[config.mk]
export PLATFORM = sky130hd
export DESIGN_NAME = bcd_event_counter
export DESIGN_NICKNAME = d
export VERILOG_FILES = /design/src/rtl/bcd_event_counter.sv
export SDC_FILE = /design/constraint.sdc
export NUM_CORES = 1
export LEC_CHECK = 0
export CAP_MARGIN = 20
export CORE_ASPECT_RATIO = 1.1
export CORE_MARGIN = 3
export CORE_UTILIZATION = 40
export CTS_BUF_LIST = sky130_fd_sc_hd__clkbuf_16
export DETAILED_ROUTE_END_ITERATION = 16
export HOLD_SLACK_MARGIN = 0.1
export PLACE_DENSITY = 0.71
export SLEW_MARGIN = 5
export SYNTH_ARGS = -nofsm -noshare
export SYNTH_HDL_FRONTEND = slang
export SYNTH_SLANG_ARGS = --single-unit
export TNS_END_PERCENT = 5
[constraint.sdc]
create_clock -name MHzclk -period 2.3 [get_ports MHzclk]
set_clock_uncertainty 0.1 [all_clocks]
set_input_delay 0.23 -clock MHzclk [delete_from_list [all_inputs] [get_ports MHzclk]]
set_output_delay 0.23 -clock MHzclk [all_outputs]
set_load 0.05 [all_outputs]
[src/rtl/bcd_event_counter.sv]
// Multi-digit BCD up/down event counter: counts rising edges of a trigger,
// with synchronous clear and parallel load of sanitized BCD digits.
module bcd_event_counter #(
  parameter int unsigned DIGITS   = 4,
  parameter bit          START_UP = 1'b1
) (
  input  logic                  MHzclk,
  input  logic                  reset,
  input  logic                  trigger,
  input  logic                  up_down,
  input  logic                  clear,
  input  logic                  load,
  input  logic [4*DIGITS-1:0]   load_value,
  output logic [4*DIGITS-1:0]   count,
  output logic                  wrap,
  output logic                  edge_seen
);

  localparam int unsigned W = 4 * DIGITS;

  logic          trig_q;
  logic          dir_q;
  logic          rise_c;
  logic          count_en_c;
  logic          dir_c;
  logic          wrap_c;
  logic [DIGITS:0] carry_c;
  logic [DIGITS:0] borrow_c;
  logic [W-1:0]  inc_c;
  logic [W-1:0]  dec_c;
  logic [W-1:0]  next_c;
  logic [W-1:0]  load_bcd_c;

  assign carry_c[0]  = 1'b1;
  assign borrow_c[0] = 1'b1;

  // Per-digit ripple: a digit steps only when every lower digit is at its limit.
  for (genvar k = 0; k < DIGITS; k++) begin : g_digit
    logic [3:0] d;
    logic [3:0] lv;
    assign d  = count[4*k +: 4];
    assign lv = load_value[4*k +: 4];

    assign carry_c[k+1]  = carry_c[k]  & (d == 4'd9);
    assign borrow_c[k+1] = borrow_c[k] & (d == 4'd0);

    assign inc_c[4*k +: 4] = carry_c[k]  ? ((d == 4'd9) ? 4'd0 : d + 4'd1) : d;
    assign dec_c[4*k +: 4] = borrow_c[k] ? ((d == 4'd0) ? 4'd9 : d - 4'd1) : d;

    assign load_bcd_c[4*k +: 4] = (lv > 4'd9) ? 4'd0 : lv;
  end

  // A rise on a clear or load edge is consumed without counting.
  always_comb begin
    rise_c     = trigger & ~trig_q;
    count_en_c = rise_c & ~clear & ~load;
    dir_c      = count_en_c ? up_down : dir_q;
    next_c     = dir_c ? inc_c : dec_c;
    wrap_c     = count_en_c & (dir_c ? carry_c[DIGITS] : borrow_c[DIGITS]);
  end

  always_ff @(posedge MHzclk) begin
    if (!reset) begin
      count     <= '0;
      wrap      <= 1'b0;
      edge_seen <= 1'b0;
      trig_q    <= 1'b1;
      dir_q     <= START_UP;
    end else begin
      trig_q    <= trigger;
      edge_seen <= rise_c;
      wrap      <= wrap_c;
      if (clear) begin
        count <= '0;
      end else if (load) begin
        count <= load_bcd_c;
      end else if (count_en_c) begin
        count <= next_c;
      end
      if (count_en_c) begin
        dir_q <= up_down;
      end
    end
  end

endmodule

---- Word level (Yosys, flattened, before mapping) ----
Index checks and enable logic that the tools add are counted.
W data, S select, Z words.
word-level totals
  bits of input ports ..................... 22
  register bits ........................... 20
  output and inout port bits .............. 18
cells by class
  muxes and demuxes ....................... 23
  equality and inequality tests ........... 7
  bitwise operators ....................... 14
  magnitude comparators ................... 4
  add/sub/neg operators ................... 8
  reductions and logical operators ........ 12
operators with widths
  kind                   number
  $mux W4                18
  $mux W16               3
  $add A4 B1 Y4 const B  4
  $eq A4 B4 Y1 const B   4
  $gt A4 B4 Y1 const B   4
  $logic_not A4 Y1       4
  $sub A4 B1 Y4 const B  4
  $and A1 B1 Y1          10
  $ne A3 B2 Y1 const B   3
  $reduce_and A3 Y1      3
  $reduce_bool A3 Y1     3
  $not A1 Y1             4
  $mux W1                2
  $reduce_bool A2 Y1     1
  $reduce_or A2 Y1       1

---- Logic depth before layout (Yosys ltp) ----
  depth in word-level cells ............... 8
  mapped depth ............................ 7
  depth with buffers taken out ............ 5

---- Worst setup path before layout ----
OpenSTA, ideal clock, no wires.
  path kind ............................... reg-to-reg
  start ................................... register count[11]
  end ..................................... register count[12]
  setup time .............................. 0.120 ns
  path buffers ............................ 1
  arrival ................................. 2.250 ns
  period minus slack after synthesis ...... 2.470 ns
  setup slack ............................. -0.170 ns
  cell stages (with the launch flop) ...... 7
  cells stage by stage .................... dfxtp_1 > clkdlybuf4s50_2 > and2b_2 > nand4_1 > a221oi_4 > a21bo_2 > a21oi_1
between the ends
  word-level cells in the longest chain between the ends .. 4
  elaborated cells on any way between the ends .. 7
  those cells by class .................... eq/ne (2); bitwise (2); reduce/logical (3)
RTL lines
  element                                                       line    text
  from (decl)                                                   14      output logic [4*DIGITS-1:0] count,
  from (signal assigned)                                        76      count <= load_bcd_c;
  from (signal assigned)                                        78      count <= next_c;
  $eq A4 B4 Y1 or $logic_not A4 Y1 (tied branches)              44, 45
  $and A1 B1 Y1 (on tied branches)                              44, 45
  $ne A3 B2 Y1 (no line) or $reduce_bool A3 Y1 (tied branches)  --
  $reduce_and A3 Y1 (no line) (*)                               --
Mark *: on every way between the ends. The rest lies on a longest branch, timed or not.
A chain may end at the register's enable or synchronous reset.

---- Final worst setup path ----
  start ................................... register count[4]
  end ..................................... register count[12]
between the ends
  word-level cells in the longest chain between the ends .. 5
  elaborated cells on any way between the ends .. 9
  those cells by class .................... eq/ne (2); bitwise (4); reduce/logical (3)
RTL lines
  element                                                       line
  $eq A4 B4 Y1 or $logic_not A4 Y1 (tied branches)              44, 45
  $and A1 B1 Y1 (on tied branches) (2 in a row)                 44, 45
  $ne A3 B2 Y1 (no line) or $reduce_bool A3 Y1 (tied branches)  --
  $reduce_and A3 Y1 (no line) (*)                               --
Marks and branches as above.

==> reports/metrics.yaml <==
seq_area_um2: 412.9
whs_endpoint: "dir_q"
antenna_found_initial: 0
num_vias: 1852
synthCells: 227
ctsHtreeMaxLevel: 1
hold_viol_final: 0
drive_gt1_frac: 0.2143
max_clock_freq_mhz: 432.7
yosysTopAreaCell: "dfxtp_1"
ioPinCount: 40
min_period_ns: 2.311
synth_edf_count: 0
synthFlopType: "dfxtp_1"
synth-seq-cells: 20
criticalPathCategory: "flip-flop to flip-flop"
violations: "negative setup slack"
min-delay-start: "reset"
core_um2: 4054
track_usage: 0.1927
root_buffer: "clkbuf_16"
cp_data_arrival_time_ns: 2.35
grt_pass1_wl_um: 7728
fin_nets: 303
stdcell_count: 332
worst_r2r_path_depth: 5
start_kind: "flip-flop"
ctsHoldBuffers: 0
drt_iter0_drc: 127
synth_most_common_cell: "a21oi_1"
placementRows: 24
hold_ws_ns: 0.4763
r2r_slack_ns: -0.01
critPathRequiredTime_ns: 2.34
synthTopCellsByCount: "25 x a21oi_1, 21 x o21ai_0, 20 x dfxtp_1, 19 x nand2_1, 16 x nor2_1"
synthTopCellsByArea: "dfxtp_1 23%, a21oi_1 7.3%, o21ai_0 6.1%"
ys_types: 61
drc: 0
ir_drop_mv: 0.2408
rsz0062_at_grt: "true"
worst_pin_slew_ns: 0.5076
post-route-period-util: 1.005
die_area_um2: 5121
fillers: 375
area_growth_pct: 38.21
hp-class: "primary input to flip-flop"
viasPerCell: 5.578
worst-path-max-fanout: 8
worstHoldPathCells: 2
grt.overflow.total: 0
cts_sinks: 20
total_power_w: 0.001058
cp-end-kind: "flip-flop"
synth_top_area_frac: 0.2329
slew_headroom: 0.6609
syn_nets: 249
wl_um: 4674
setup_tns_ns: -0.01106
cts_buffers: 3
post-place-cells: 328
r2r-end: "count[12]"
clk_pin_slew_ns: 0.06
slew_viol_final: 0
start_util: 0.4241
dieHeight_um: 74.76
syn_avg_cell_area_um2: 7.573
yosysWarnings: 0
first_global_vias: 1691
avgRoutedWirePerCell_um: 14.08
status: "finished with violations"
diodes: 0
grt_max_degree: 14
ant_nets: 0
synth-async-reset-ratio: 0
placed_cell_area_um2: 2287
p_leak_nw: 0.8487
p_per_area_nw_per_um2: 445.3
maxCapViolCount: 0
multi_input_area_um2: 1170
insertion_delay_ns: 0.25
die_w_um: 68.51
port-buffer-count: 39
cts_tree: "built"
rr_startpoint: "count[4]"
yosysSeqAreaShare: 0.2329
place_congestion: 0.8588
dp_hpwl_um: 3587
dr.pass1.iters: 4
setup_viol: 1
final_cell_area_um2: 2376
cts_buffer_depth: 2
setup_slack_ns: -0.01106
post_cts_buffers: 0
synthesis.area_um2: 1719
## timing repair
item | in CTS | in global routing
gates resized for setup | 0 | 2
pin swaps | 1 | 5
setup endpoints to repair | 1 | 5
## worst max-delay path by stage
stage / start / end / slack (ns) / cells after the start
2_1_floorplan: count[6] / count[12] / -0.03 / 6
3_3_place_gp: trigger / count[12] / -0.03 / 6
3_5_place_dp: trigger / wrap / -0.12 / 7
4_1_cts: count[0] / count[12] / 0.01 / 5
5_1_grt: count[4] / count[12] / -0.09 / 5
6_report: count[4] / count[12] / -0.01 / 5
## stage by stage
stage | utilization | worst slack, ns
detailed placement | 0.5642 | -0.1195
floorplan | - | -0.02841
finish | 0.5861 | -0.01106
CTS | 0.5836 | 0.01462
global route | 0.5861 | -0.08587
global placement | 0.5642 | -0.03008
## state kept, by name (all words and copies together) (netlist names)
name / count
count: 16
trig_q: 1
wrap: 1
dir_q: 1
edge_seen: 1
## metal layers
layer | global-route usage | routed length, um | vias to the layer above
met4 | 0.04857 | 42 | 0
met2 | 0.3171 | 2241 | 38
met5 | 0 | 0 | -
met3 | 0.01791 | 153 | 4
met1 | 0.2686 | 2236 | 856
li1 | - | - | 954
## layout by cell type, fill, tap and decap left out, types with 2 or more instances in the layout
cell type and n:
mux2_2 2, nand2b_1 8, dfxtp_2 7, nor2b_1 3
nor3b_1 2, nor3_1 6, clkdlybuf4s50_1 39, xnor2_1 6
mux2i_1 3, nand2_1 19, and2b_1 2, clkinv_1 2
inv_1 6, and2b_2 2, nand4_1 2, or4_1 2
a311oi_1 2, a211oi_1 4, a22oi_1 2, o31ai_1 2
buf_4 31, a21oi_1 24, nor4_1 2, a22o_1 2
nand3_1 4, nand4b_1 2, nor2_1 16, a31oi_1 2
o32ai_1 4, o21ai_0 21, a221oi_1 5, clkbuf_16 3
o211ai_1 3, dfxtp_1 12
## area by class of cell
class | instances | share of cell area
clock buffer | 3 | 0.03160
tap | 52 | 0.02738
timing repair buffer | 70 | 0.2622
clock inverter | 1 | 0.001580
multi-input combinational | 179 | 0.4924
sequential | 20 | 0.1738
inverter | 7 | 0.01106
## cell families (layout without fill, tap and decap cells)
family,Yosys count,in the layout,share of synthesized area
buf+inv,28,81,0.09242
compound gates,84,84,0.3282
flops,20,20,0.2329
mux,5,5,0.03057
simple gates,84,84,0.2853
xor+xnor,6,6,0.03057
## where the power goes
part	internal, W	switching (W)
combinational	0.000151	0.000165
clock	0.000232	0.000138
sequential	0.000359	0.0000139
## worst max-delay path, cell delays in order, from the launching register on
cell      delay [ns]
dfxtp_2         0.32
or4_4           0.55
or4b_4          0.56
a221oi_4        0.41
a21bo_2         0.21
a21oi_2         0.05
No activity file was read; power rests on OpenSTA's default activity.
==> RTL edit, RTL diff (config.mk and constraints unchanged) <==
Register the inputs `trigger`, `up_down`, `clear`, `load` and `load_value` before use, without a reset. The logic sees them one clock later.
--- a/src/rtl/bcd_event_counter.sv
+++ b/src/rtl/bcd_event_counter.sv
@@ -19,2 +19,16 @@
   localparam int unsigned W = 4 * DIGITS;
+
+  logic trigger_q;
+  logic up_down_q;
+  logic clear_q;
+  logic load_q;
+  logic [4*DIGITS-1:0] load_value_q;
+
+  always_ff @(posedge MHzclk) begin
+    trigger_q    <= trigger;
+    up_down_q    <= up_down;
+    clear_q      <= clear;
+    load_q       <= load;
+    load_value_q <= load_value;
+  end
 
@@ -41,3 +55,3 @@
     assign d  = count[4*k +: 4];
-    assign lv = load_value[4*k +: 4];
+    assign lv = load_value_q[4*k +: 4];
 
@@ -54,5 +68,5 @@
   always_comb begin
-    rise_c     = trigger & ~trig_q;
-    count_en_c = rise_c & ~clear & ~load;
-    dir_c      = count_en_c ? up_down : dir_q;
+    rise_c     = trigger_q & ~trig_q;
+    count_en_c = rise_c & ~clear_q & ~load_q;
+    dir_c      = count_en_c ? up_down_q : dir_q;
     next_c     = dir_c ? inc_c : dec_c;
@@ -69,8 +83,8 @@
     end else begin
-      trig_q    <= trigger;
+      trig_q    <= trigger_q;
       edge_seen <= rise_c;
       wrap      <= wrap_c;
-      if (clear) begin
+      if (clear_q) begin
         count <= '0;
-      end else if (load) begin
+      end else if (load_q) begin
         count <= load_bcd_c;
@@ -80,3 +94,3 @@
       if (count_en_c) begin
-        dir_q <= up_down;
+        dir_q <= up_down_q;
       end
Function: changed (Yosys sat finds a counterexample within 4 cycles, from zero or initial values and one cycle with reset low).
==> RTL edit against the unedited design <==
Total power increased by 58%. Sequential share of layout area up 13 points. Area after synthesis up 22%. Maximum frequency grew 6.3%. First-iteration DRC count grew 24%. Worst setup slack better by 140 ps. Cell area rose by 12%. Die area increased by 20%. Wire length is 10% higher. Via count is 5.5% higher. Sequential cell count increased by 20. Critical path depth down 4. Synthesized cell count grew 7.0%. Critical path type is now reg -> out. Highest routed layer unchanged.
==> RTL edit: results (changes against the unedited design) <==
| Metric | Value |
|---|---|
| Outcome | `complete, no violations` |
| Delay-heaviest family, CP | `buffers and inverters` |
| Drt via density | `5.73 (+2.7%)` |
| Clk_lat worst skew | `280 ps (+30 ps)` |
| Dpl ws | `236 ps (+355 ps)` |
| Post-synth net total | `265 (+6.4%)` |
| Worst Tran Pin Value | `660 ps (+152 ps)` |
| Share of cells above drive strength 1 | `10.2% (-11 points)` |
| Largest net degree at the start of global routing | `15 (+1)` |
| Final Non-Filler Cells | `341 (+2.7%)` |
| Max VDD drop | `0.000381 V (+58%)` |
| Register area | `801 µm² (+94%)` |
| ClkCell Share | `5.11% (+1.8 points)` |
| Syn Inst Count | `243 (+7.0%)` |
| Tot GR Track Use | `18.3% (-0.96 points)` |
| Area contributors post-synth | `dfxtp_1 (38%), o21ai_0 (6.4%), nand2_1 (4.3%), a21oi_1 (3.8%), nor2b_1 (2.7%)` |
| Fraction of area in multi-input gates | `44.2% (-5.0 points)` |
| Commonest cells in the netlist | `dfxtp_1 (40), o21ai_0 (27), nand2_1 (24), a21oi_1 (16), nor2_1 (12)` |
| Slowest CP cell | `clkdlybuf4s50_1` |
| Vias in the first global route | `1795 (+6.2%)` |
| # H-tree levels | `2 (+1)` |
| Wirelength per Cell | `15.1 µm (+7.2%)` |
| Seq cells | `40 (+100%)` |
| Sequential cell area fraction in the yosys report | `38.2% (+15 points)` |
| Buffering overhead | `16.9% (-9.4 points)` |
| HPWL Detailed | `3.63 mm (+1.3%)` |
| Critical-path maximum fanout | `14 (+6)` |
| Final setup viols | `0 (-1)` |
| Max stage delay on crit path | `910 ps (+350 ps)` |
| GP Congestion | `0.833 (-3.1%)` |
| Bufs w/o clock | `47 (-33%)` |
| First-pass GRT wire length | `8.57 mm (+11%)` |
| Count of multi-input combinational gates | `180 (+0.56%)` |
## RTL edit: changes by cell type after synthesis, moves of 5 or more
| cell | delta |
|---|---|
| o21ai_0 | +6 |
| dfxtp_1 | +20 |
| clkbuf_1 | -5 |
| nor2b_1 | +6 |
| a21oi_1 | -9 |
| nand2_1 | +5 |
| buf_2 | +5 |
## RTL edit: per-stage QoR
step                      util, %  hold slack (ps)  instance area [µm²]
after floorplan                 -              158                 2100
after global placement       50.4              388                 2530
after detailed placement     50.4              394                 2530
after CTS                    53.1              285                 2670
after global routing         53.1              283                 2670
final                        53.1              290                 2670
## RTL edit: power by group
part           leakage, nW  switching (W)  total (W)  internal [W]
combinational        0.565       0.000139   0.000259      0.000120
sequential           0.332      0.0000458   0.000771      0.000725
clock               0.0738       0.000249   0.000639      0.000390
total                0.971       0.000434    0.00167       0.00123
## RTL edit: metal layers
metal | part of all wire, % | up-vias | track usage (%)
met4 | 1.3 | 0 | 6.23
met2 | 50 | 54 | 31.6
met1 | 44 | 920 | 21.8
met3 | 4.9 | 6 | 4.53
met5 | 0 | - | 0
li1 | - | 974 | -
## RTL edit: path summary, 6_finish.rpt
path | startpoint | endpoint | slack [ps] | depth (start not counted)
setup reg to reg | load_q | count[13] | 180 | 5
hold / removal | load_value[15] | load_value_q[15] | 290 | 1
setup / recovery | count[0] | count[0] | 130 | 1
hold reg to reg | load_value_q[4] | count[4] | 400 | 2
## RTL edit: kinds of logic after synthesis
| logic type | Yosys count | synth area share [%] |
|---|---|---|
| AO/OA/AOI/OAI | 87 | 28.9 |
| XOR/XNOR | 5 | 2.09 |
| buffers and inverters | 23 | 5.55 |
| flip-flops | 40 | 38.2 |
| multiplexers | 4 | 1.91 |
| AND/OR/NAND/NOR | 84 | 23.4 |
